==> config.mk <==
export PLATFORM = sky130hd
export DESIGN_NAME = jtag_shift_engine
export DESIGN_NICKNAME = d
export VERILOG_FILES = /design/src/rtl/jtag_shift_engine.sv
export SDC_FILE = /design/constraint.sdc
export NUM_CORES = 1
export LEC_CHECK = 0
export ABC_AREA = 1
export BUFFER_PORTS_ARGS = -buffer_cell sky130_fd_sc_hd__buf_2
export CORE_UTILIZATION = 61
export DETAILED_ROUTE_END_ITERATION = 10
export HOLD_SLACK_MARGIN = 0.1
export PLACE_DENSITY_LB_ADDON = 0.12
export SLEW_MARGIN = 20
export SYNTH_ARGS = -nofsm -noshare
export SYNTH_HDL_FRONTEND = slang
export SYNTH_SLANG_ARGS = --single-unit
==> constraint.sdc <==
create_clock -name FPGACLK -period 3.54 [get_ports FPGACLK]
set_clock_uncertainty 0.2 [all_clocks]
set_input_delay 0.354 -clock FPGACLK [delete_from_list [all_inputs] [get_ports FPGACLK]]
set_output_delay 0.354 -clock FPGACLK [all_outputs]
set_load 0.005 [all_outputs]
==> src/rtl/jtag_shift_engine.sv <==
// -----------------------------------------------------------------------------
// jtag_shift_engine
//
// Converts single-cycle VME command strobes into TCK/TMS/TDI sequences on the
// selected JTAG chain, captures TDO into a 16-bit readback register and returns
// a one-cycle ACK for the DTACK logic.
//
// Address decode (CMD_ADR carries VME address bits [11:2]):
//   CMD_ADR[9:6] = NB-1 (1..16 shift bits), CMD_ADR[5:0] = function code F.
//   Write F=0x00..0x07 : shift (F[0] header, F[1] trailer, F[2] IR/DR)
//   Write F=0x06       : JTAG reset (TMS 1,1,1,1,1,0)
//   Write F=0x08       : SEL <= DIN
//   Read  F=0x05       : DOUT = TDO register
//   Read  F=0x09       : DOUT = SEL (zero-extended)
//
// Ports:
//   FPGACLK  system clock          RST_B  async active-low reset
//   CMD_STB  command strobe        CMD_WR 1=write 0=read
//   CMD_ADR  address [11:2]        DIN    write data
//   DOUT     read data (with ACK)  ACK    command-complete pulse
//   BUSY     sequence running      ERR    command-rejected pulse
//   TCK/TMS/TDI JTAG drive         TDO    JTAG return
//   SEL      chain-select register
// -----------------------------------------------------------------------------
module jtag_shift_engine #(
  parameter int TCK_DIV = 2,
  parameter int SEL_W   = 7
) (
  input  logic             FPGACLK,
  input  logic             RST_B,
  input  logic             CMD_STB,
  input  logic             CMD_WR,
  input  logic [9:0]       CMD_ADR,
  input  logic [15:0]      DIN,
  output logic [15:0]      DOUT,
  output logic             ACK,
  output logic             BUSY,
  output logic             ERR,
  output logic             TCK,
  output logic             TMS,
  output logic             TDI,
  input  logic             TDO,
  output logic [SEL_W-1:0] SEL
);

  localparam int DIV_W = (TCK_DIV > 1) ? $clog2(TCK_DIV) : 1;
  localparam logic [DIV_W-1:0] DIV_LAST = DIV_W'(TCK_DIV - 1);

  localparam logic [5:0] F_TDO_RD = 6'h05;
  localparam logic [5:0] F_RESET  = 6'h06;
  localparam logic [5:0] F_SEL_WR = 6'h08;
  localparam logic [5:0] F_SEL_RD = 6'h09;

  typedef enum logic [2:0] {
    S_IDLE,
    S_HDR,
    S_SHIFT,
    S_TRL,
    S_RST,
    S_DONE
  } state_t;

  state_t                r_state;
  logic [3:0]            r_cnt;      // TCK index within the current state
  logic [DIV_W-1:0]      r_div;      // FPGACLK count within a TCK half-period
  logic                  r_high;     // 1 while in the TCK-high half
  logic                  r_ir;
  logic                  r_trl;
  logic [3:0]            r_nb_m1;
  logic [15:0]           r_data;
  logic [15:0]           r_tdo_reg;
  logic [15:0]           r_dout;
  logic                  r_ack;
  logic                  r_busy;
  logic                  r_err;
  logic                  r_tck;
  logic                  r_tms;
  logic                  r_tdi;
  logic [SEL_W-1:0]      r_sel;

  logic [5:0]            w_fn;
  logic [3:0]            w_nb_m1;
  logic                  w_is_shift;
  state_t                w_lstate;
  logic                  w_ltms;
  logic                  w_ltdi;
  logic                  w_last;
  state_t                w_nstate;
  logic [3:0]            w_ncnt;
  logic                  w_ntms;
  logic                  w_ntdi;

  // TMS value for TCK number cnt of a given state.
  function automatic logic tms_for(input state_t st, input logic [3:0] cnt,
                                   input logic ir, input logic trl,
                                   input logic [3:0] nb_m1);
    case (st)
      S_HDR:   tms_for = ir ? (cnt < 4'd2) : (cnt == 4'd0);
      S_SHIFT: tms_for = trl && (cnt == nb_m1);  // exit to Exit1 on last bit
      S_TRL:   tms_for = (cnt == 4'd0);
      S_RST:   tms_for = (cnt < 4'd5);
      default: tms_for = 1'b0;
    endcase
  endfunction

  // TDI only carries data during SHIFT, LSB first.
  function automatic logic tdi_for(input state_t st, input logic [3:0] cnt,
                                   input logic [15:0] data);
    tdi_for = (st == S_SHIFT) ? data[cnt] : 1'b0;
  endfunction

  function automatic logic [3:0] last_cnt(input state_t st, input logic ir,
                                          input logic [3:0] nb_m1);
    case (st)
      S_HDR:   last_cnt = ir ? 4'd3 : 4'd2;
      S_SHIFT: last_cnt = nb_m1;
      S_TRL:   last_cnt = 4'd1;
      S_RST:   last_cnt = 4'd5;
      default: last_cnt = 4'd0;
    endcase
  endfunction

  assign w_fn       = CMD_ADR[5:0];
  assign w_nb_m1    = CMD_ADR[9:6];
  assign w_is_shift = CMD_WR && (w_fn[5:3] == 3'b000);

  // First TCK of a newly launched sequence.
  always_comb begin
    w_lstate = S_SHIFT;
    if (w_fn == F_RESET)
      w_lstate = S_RST;
    else if (w_fn[0])
      w_lstate = S_HDR;
    w_ltms = tms_for(w_lstate, 4'd0, w_fn[2], w_fn[1], w_nb_m1);
    w_ltdi = tdi_for(w_lstate, 4'd0, DIN);
  end

  // Next TCK once the current one finishes its high half.
  always_comb begin
    w_last   = (r_cnt == last_cnt(r_state, r_ir, r_nb_m1));
    w_nstate = r_state;
    w_ncnt   = r_cnt + 4'd1;
    if (w_last) begin
      w_ncnt = 4'd0;
      case (r_state)
        S_HDR:   w_nstate = S_SHIFT;
        S_SHIFT: w_nstate = r_trl ? S_TRL : S_DONE;
        default: w_nstate = S_DONE;
      endcase
    end
    w_ntms = tms_for(w_nstate, w_ncnt, r_ir, r_trl, r_nb_m1);
    w_ntdi = tdi_for(w_nstate, w_ncnt, r_data);
  end

  always_ff @(posedge FPGACLK or negedge RST_B) begin
    if (!RST_B) begin
      r_state   <= S_IDLE;
      r_cnt     <= '0;
      r_div     <= '0;
      r_high    <= 1'b0;
      r_ir      <= 1'b0;
      r_trl     <= 1'b0;
      r_nb_m1   <= '0;
      r_data    <= '0;
      r_tdo_reg <= '0;
      r_dout    <= '0;
      r_ack     <= 1'b0;
      r_busy    <= 1'b0;
      r_err     <= 1'b0;
      r_tck     <= 1'b0;
      r_tms     <= 1'b0;
      r_tdi     <= 1'b0;
      r_sel     <= '0;
    end else begin
      r_ack <= 1'b0;
      r_err <= 1'b0;
      case (r_state)
        // The ACK cycle (DONE) accepts commands just like IDLE.
        S_IDLE, S_DONE: begin
          r_state <= S_IDLE;
          if (CMD_STB) begin
            if (w_is_shift) begin
              r_state <= w_lstate;
              r_cnt   <= 4'd0;
              r_div   <= '0;
              r_high  <= 1'b0;
              r_ir    <= w_fn[2];
              r_trl   <= w_fn[1];
              r_nb_m1 <= w_nb_m1;
              r_data  <= DIN;
              r_busy  <= 1'b1;
              r_tck   <= 1'b0;
              r_tms   <= w_ltms;
              r_tdi   <= w_ltdi;
            end else begin
              r_ack  <= 1'b1;
              r_dout <= '0;
              if (CMD_WR && (w_fn == F_SEL_WR))
                r_sel <= DIN[SEL_W-1:0];
              if (!CMD_WR && (w_fn == F_TDO_RD))
                r_dout <= r_tdo_reg;
              if (!CMD_WR && (w_fn == F_SEL_RD))
                r_dout <= 16'(r_sel);
            end
          end
        end
        default: begin
          // Any strobe during a sequence is dropped and flagged.
          if (CMD_STB)
            r_err <= 1'b1;
          if (r_div != DIV_LAST) begin
            r_div <= r_div + 1'b1;
          end else begin
            r_div <= '0;
            if (!r_high) begin
              r_high <= 1'b1;
              r_tck  <= 1'b1;
              if (r_state == S_SHIFT)
                r_tdo_reg <= {TDO, r_tdo_reg[15:1]};
            end else begin
              r_high  <= 1'b0;
              r_tck   <= 1'b0;
              r_state <= w_nstate;
              r_cnt   <= w_ncnt;
              if (w_nstate == S_DONE) begin
                // TMS/TDI keep their last values until the next sequence.
                r_busy <= 1'b0;
                r_ack  <= 1'b1;
                r_dout <= '0;
              end else begin
                r_tms <= w_ntms;
                r_tdi <= w_ntdi;
              end
            end
          end
        end
      endcase
    end
  end

  assign DOUT = r_dout;
  assign ACK  = r_ack;
  assign BUSY = r_busy;
  assign ERR  = r_err;
  assign TCK  = r_tck;
  assign TMS  = r_tms;
  assign TDI  = r_tdi;
  assign SEL  = r_sel;

endmodule
==> flow_summary.ini <==
[outcome]
status = finished clean

[setup_path]
r2r-start = r_state[2]
reg2reg_depth = 15
cp_cell_sequence = inv_2, nand3_2, inv_2, nand2_1, nand2_1, nand2_1, nand2_2, nand3_4, nand2_1, nand2_4, nand4_2, or2_1, nand2_8, nor2_1, nor2_1
required_ps = 3580
start_kind = register
critical_path_fanouts_max = 17
cp_slowest_stage_delay_ps = 600
timing.reg2reg.setup_slack_ps = 540
timing_worst_setup_path_type = reg -> reg
critical_path_slowest_stage_cell = sky130_fd_sc_hd__or2_1
critPathArrivalTime_ps = 3040
cell_repeated_most_along_the_worst_path = sky130_fd_sc_hd__nand2_1
timing.critical_path.buf_inv = 2
worst_setup_path_end_kind = register
critical-path-top-delay-family = simple AND/OR/NAND/NOR gates
worst_r2r_endpoint = DOUT[3]

[global_routing]
antenna_found_initial = 0
grt_start_max_net_pins = 76
grt_pass1_wl_um = 15800
total_track_usage_pct = 32.8
grt_overflow_total = 0
global_route.peak_usage_layer = met2
first_global_vias = 3347
met2_grt_util_pct = 52.5
grtUsageMet1_pct = 43.1
met3_track_usage_gr_pct = 8.54

[synth]
yosysTopAreaCell = sky130_fd_sc_hd__dfrtp_1
synth_area_per_cell_um2 = 8.07
synth-main-ff-cell = sky130_fd_sc_hd__dfrtp_1
synth_nets = 503
synth.lib_cells_used.distinct = 34
fraction_of_registers_with_async_set_or_reset_after_synthesis_pct = 100
synth-seq-cells = 75
synth-seq-area-share_pct = 49.4
post_syn_instances = 471
synth-warning-count = 0
synth_edf_count = 0
yosys-top-cells-area = sky130_fd_sc_hd__dfrtp_1 (49%), sky130_fd_sc_hd__nand2_1 (11%), sky130_fd_sc_hd__o21ai_0 (6.6%)
post_synth_instance_area_um2 = 3800
synth_top_area_share_pct = 49.4

[power]
p_seq_share_pct = 35.7
clkPwrFrac_pct = 18.5
irDropWorstVdd_uv = 555
pwr_density_cell_nw_per_um2 = 804
comb_power_share_pct = 45.7
leakage_nw = 2.37
power_switching_share_pct = 44.1
total_power_mw = 3.66
p_switching_mw = 1.61
p_int_mw = 2.04

[place]
placement.io_buffers = 59
globalplace.congestion = 0.847
post-dp-hpwl_um = 6130
place_worst_setup_slack_ps = 589

[die]
ios = 60
placeableCoreArea_um2 = 5960
row_count = 28
die-area_um2 = 6550
initial_utilization_pct = 63.8
die_height_um = 80.9
dieWidth_um = 80.9

[layout]
final_cell_mix = sky130_fd_sc_hd__nand2_1 (110), sky130_fd_sc_hd__dfrtp_1 (75), sky130_fd_sc_hd__buf_2 (58), sky130_fd_sc_hd__inv_1 (50), sky130_fd_sc_hd__o21ai_0 (50)
share_of_post_route_cells_with_drive_strength_above_1_pct = 21.3
mostFrequentLayoutCell = sky130_fd_sc_hd__nand2_1
antenna-diode-count = 0
nets = 582
finished_core_util_pct = 76.4
syn2layout_area_growth_pct = 19.8

[worst_hold_path]
worstHoldPathType = in -> reg
min_delay_path_depth = 3
hp-start = CMD_ADR[2]
worst_hold_path.endpoint = r_ir

[sta]
finalWorstSetupSlack_ps = 540
rsz0062_at_grt = false
worst_hold_slack_ps = 119
timing.fmax_mhz = 333
final-max-slew-violation-count = 0
setup_viol = 0
timing.final.hold_violations = 0
fin_crit_ps = 3000
period_share_pct = 84.7
actual_transition_at_the_worst_max_transition_pin_ps = 938
tns_ps = 0
max-slew-margin-rel_pct = 37.4

[drt]
via_per_inst = 5.49
number_of_design_rule_violations_left_by_the_first_detailed_router_iteration = 263
via_count = 3456
routedWlPerCell_um = 15.2
drtAntennaViolNets = 0
detailed_route_drc_error_count = 0
dr.pass1.iters = 6
route.final.wire_length_um = 9580

[clock_network]
ctsRootBufferMaster = sky130_fd_sc_hd__clkbuf_8
tritoncts_clock_tree = yes
clkSlewWorstSetupHoldPaths_ps = 80
numCtsBuffers = 9
clock_latency_at_the_later_pin_of_the_worst_skew_pair_ps = 360
cts.path.max_buffers = 2
h-tree-depth = 3
clock-sinks = 75

[flow_run]
cap_viol_max_count = 0
cell type report:
class | count | area (um2)
Timing Repair Buffer | 85 | 548
Clock inverter | 6 | 63.8
Inverter | 57 | 214
Fill cell | 428 | 1410
Multi-Input combinational cell | 322 | 1620
Tap cell | 75 | 93.8
Clock buffer | 10 | 138
Sequential cell | 75 | 1880
cells in the mapped netlist, types with 2 or more instances:
cell and count:
sky130_fd_sc_hd__a21oi_1 15, sky130_fd_sc_hd__buf_2 4, sky130_fd_sc_hd__clkbuf_1 10, sky130_fd_sc_hd__dfrtp_1 75, sky130_fd_sc_hd__inv_1 50, sky130_fd_sc_hd__inv_2 6, sky130_fd_sc_hd__mux2_2 11, sky130_fd_sc_hd__nand2_1 110
sky130_fd_sc_hd__nand2_2 13, sky130_fd_sc_hd__nand3_1 44, sky130_fd_sc_hd__nand3_2 3, sky130_fd_sc_hd__nand4_1 5, sky130_fd_sc_hd__nand4_2 2, sky130_fd_sc_hd__nor2_1 46, sky130_fd_sc_hd__nor3_1 3, sky130_fd_sc_hd__nor4_1 2
sky130_fd_sc_hd__o21ai_0 50, sky130_fd_sc_hd__o21ai_1 2, sky130_fd_sc_hd__o22ai_1 4, sky130_fd_sc_hd__xor2_1 2
worst reg2reg max path: stages, from the launching register on:
cell and delay (ps):
sky130_fd_sc_hd__dfrtp_1 440, sky130_fd_sc_hd__inv_2 140, sky130_fd_sc_hd__nand3_2 120, sky130_fd_sc_hd__inv_2 100
sky130_fd_sc_hd__nand2_1 70, sky130_fd_sc_hd__nand2_1 60, sky130_fd_sc_hd__nand2_1 60, sky130_fd_sc_hd__nand2_2 100
sky130_fd_sc_hd__nand3_4 200, sky130_fd_sc_hd__nand2_1 200, sky130_fd_sc_hd__nand2_4 90, sky130_fd_sc_hd__nand4_2 90
sky130_fd_sc_hd__or2_1 600, sky130_fd_sc_hd__nand2_8 230, sky130_fd_sc_hd__nor2_1 150, sky130_fd_sc_hd__nor2_1 60
kinds of logic (layout without fill, tap and decap cells):
group	Yosys count	in the layout	synth area share [%]
AOI/OAI and AO/OA	72	72	9.72
xor gates and xnor gates	3	3	0.692
adders and majority gates	1	1	0.329
buffers and inverters	74	158	8.07
DFF	75	75	49.4
muxes	11	11	3.26
and+or+nand+nor	235	235	28.5
per-layer routing:
layer | vias up | wire, um
met5 | - | 0
met1 | 1607 | 4150
met4 | 0 | 199
met3 | 23 | 703
met2 | 150 | 4530
li1 | 1676 | -
worst max path at each step:
| stage | depth (start not counted) | slack [ps] | end | startpoint |
|---|---|---|---|---|
| after floorplan | 15 | 1260 | DOUT[0] | r_state[2] |
| after global routing | 15 | 290 | DOUT[2] | r_state[2] |
| after detailed placement | 15 | 590 | DOUT[3] | r_state[0] |
| final | 15 | 540 | DOUT[3] | r_state[2] |
| after global placement | 15 | 690 | DOUT[4] | r_state[0] |
| after CTS | 15 | 590 | DOUT[3] | r_state[2] |
power groups by stage:
stage	Clock [mW]	Combinational (mW)	Sequential [mW]
3_3_place_gp	0	1.57	1.30
2_1_floorplan	0	1.25	1.27
6_report	0.678	1.67	1.31
4_1_cts	0.675	1.63	1.30
3_5_place_dp	0	1.60	1.32
5_1_grt	0.719	1.88	1.34
what timing repair did:
item	4_1_cts	5_1_grt
resized for setup	0	0
setup endpoints to repair	0	0
buffers inserted	0	0
hold buffers	22	0
hold endpoints to repair	102	0
per-stage QoR:
stage	std cells	cell area, um2
6_report	630	4550
4_1_cts	630	4550
2_1_floorplan	471	3800
3_3_place_gp	592	4130
5_1_grt	630	4550
3_5_place_dp	592	4130
(Power assumes the default switching activity.)
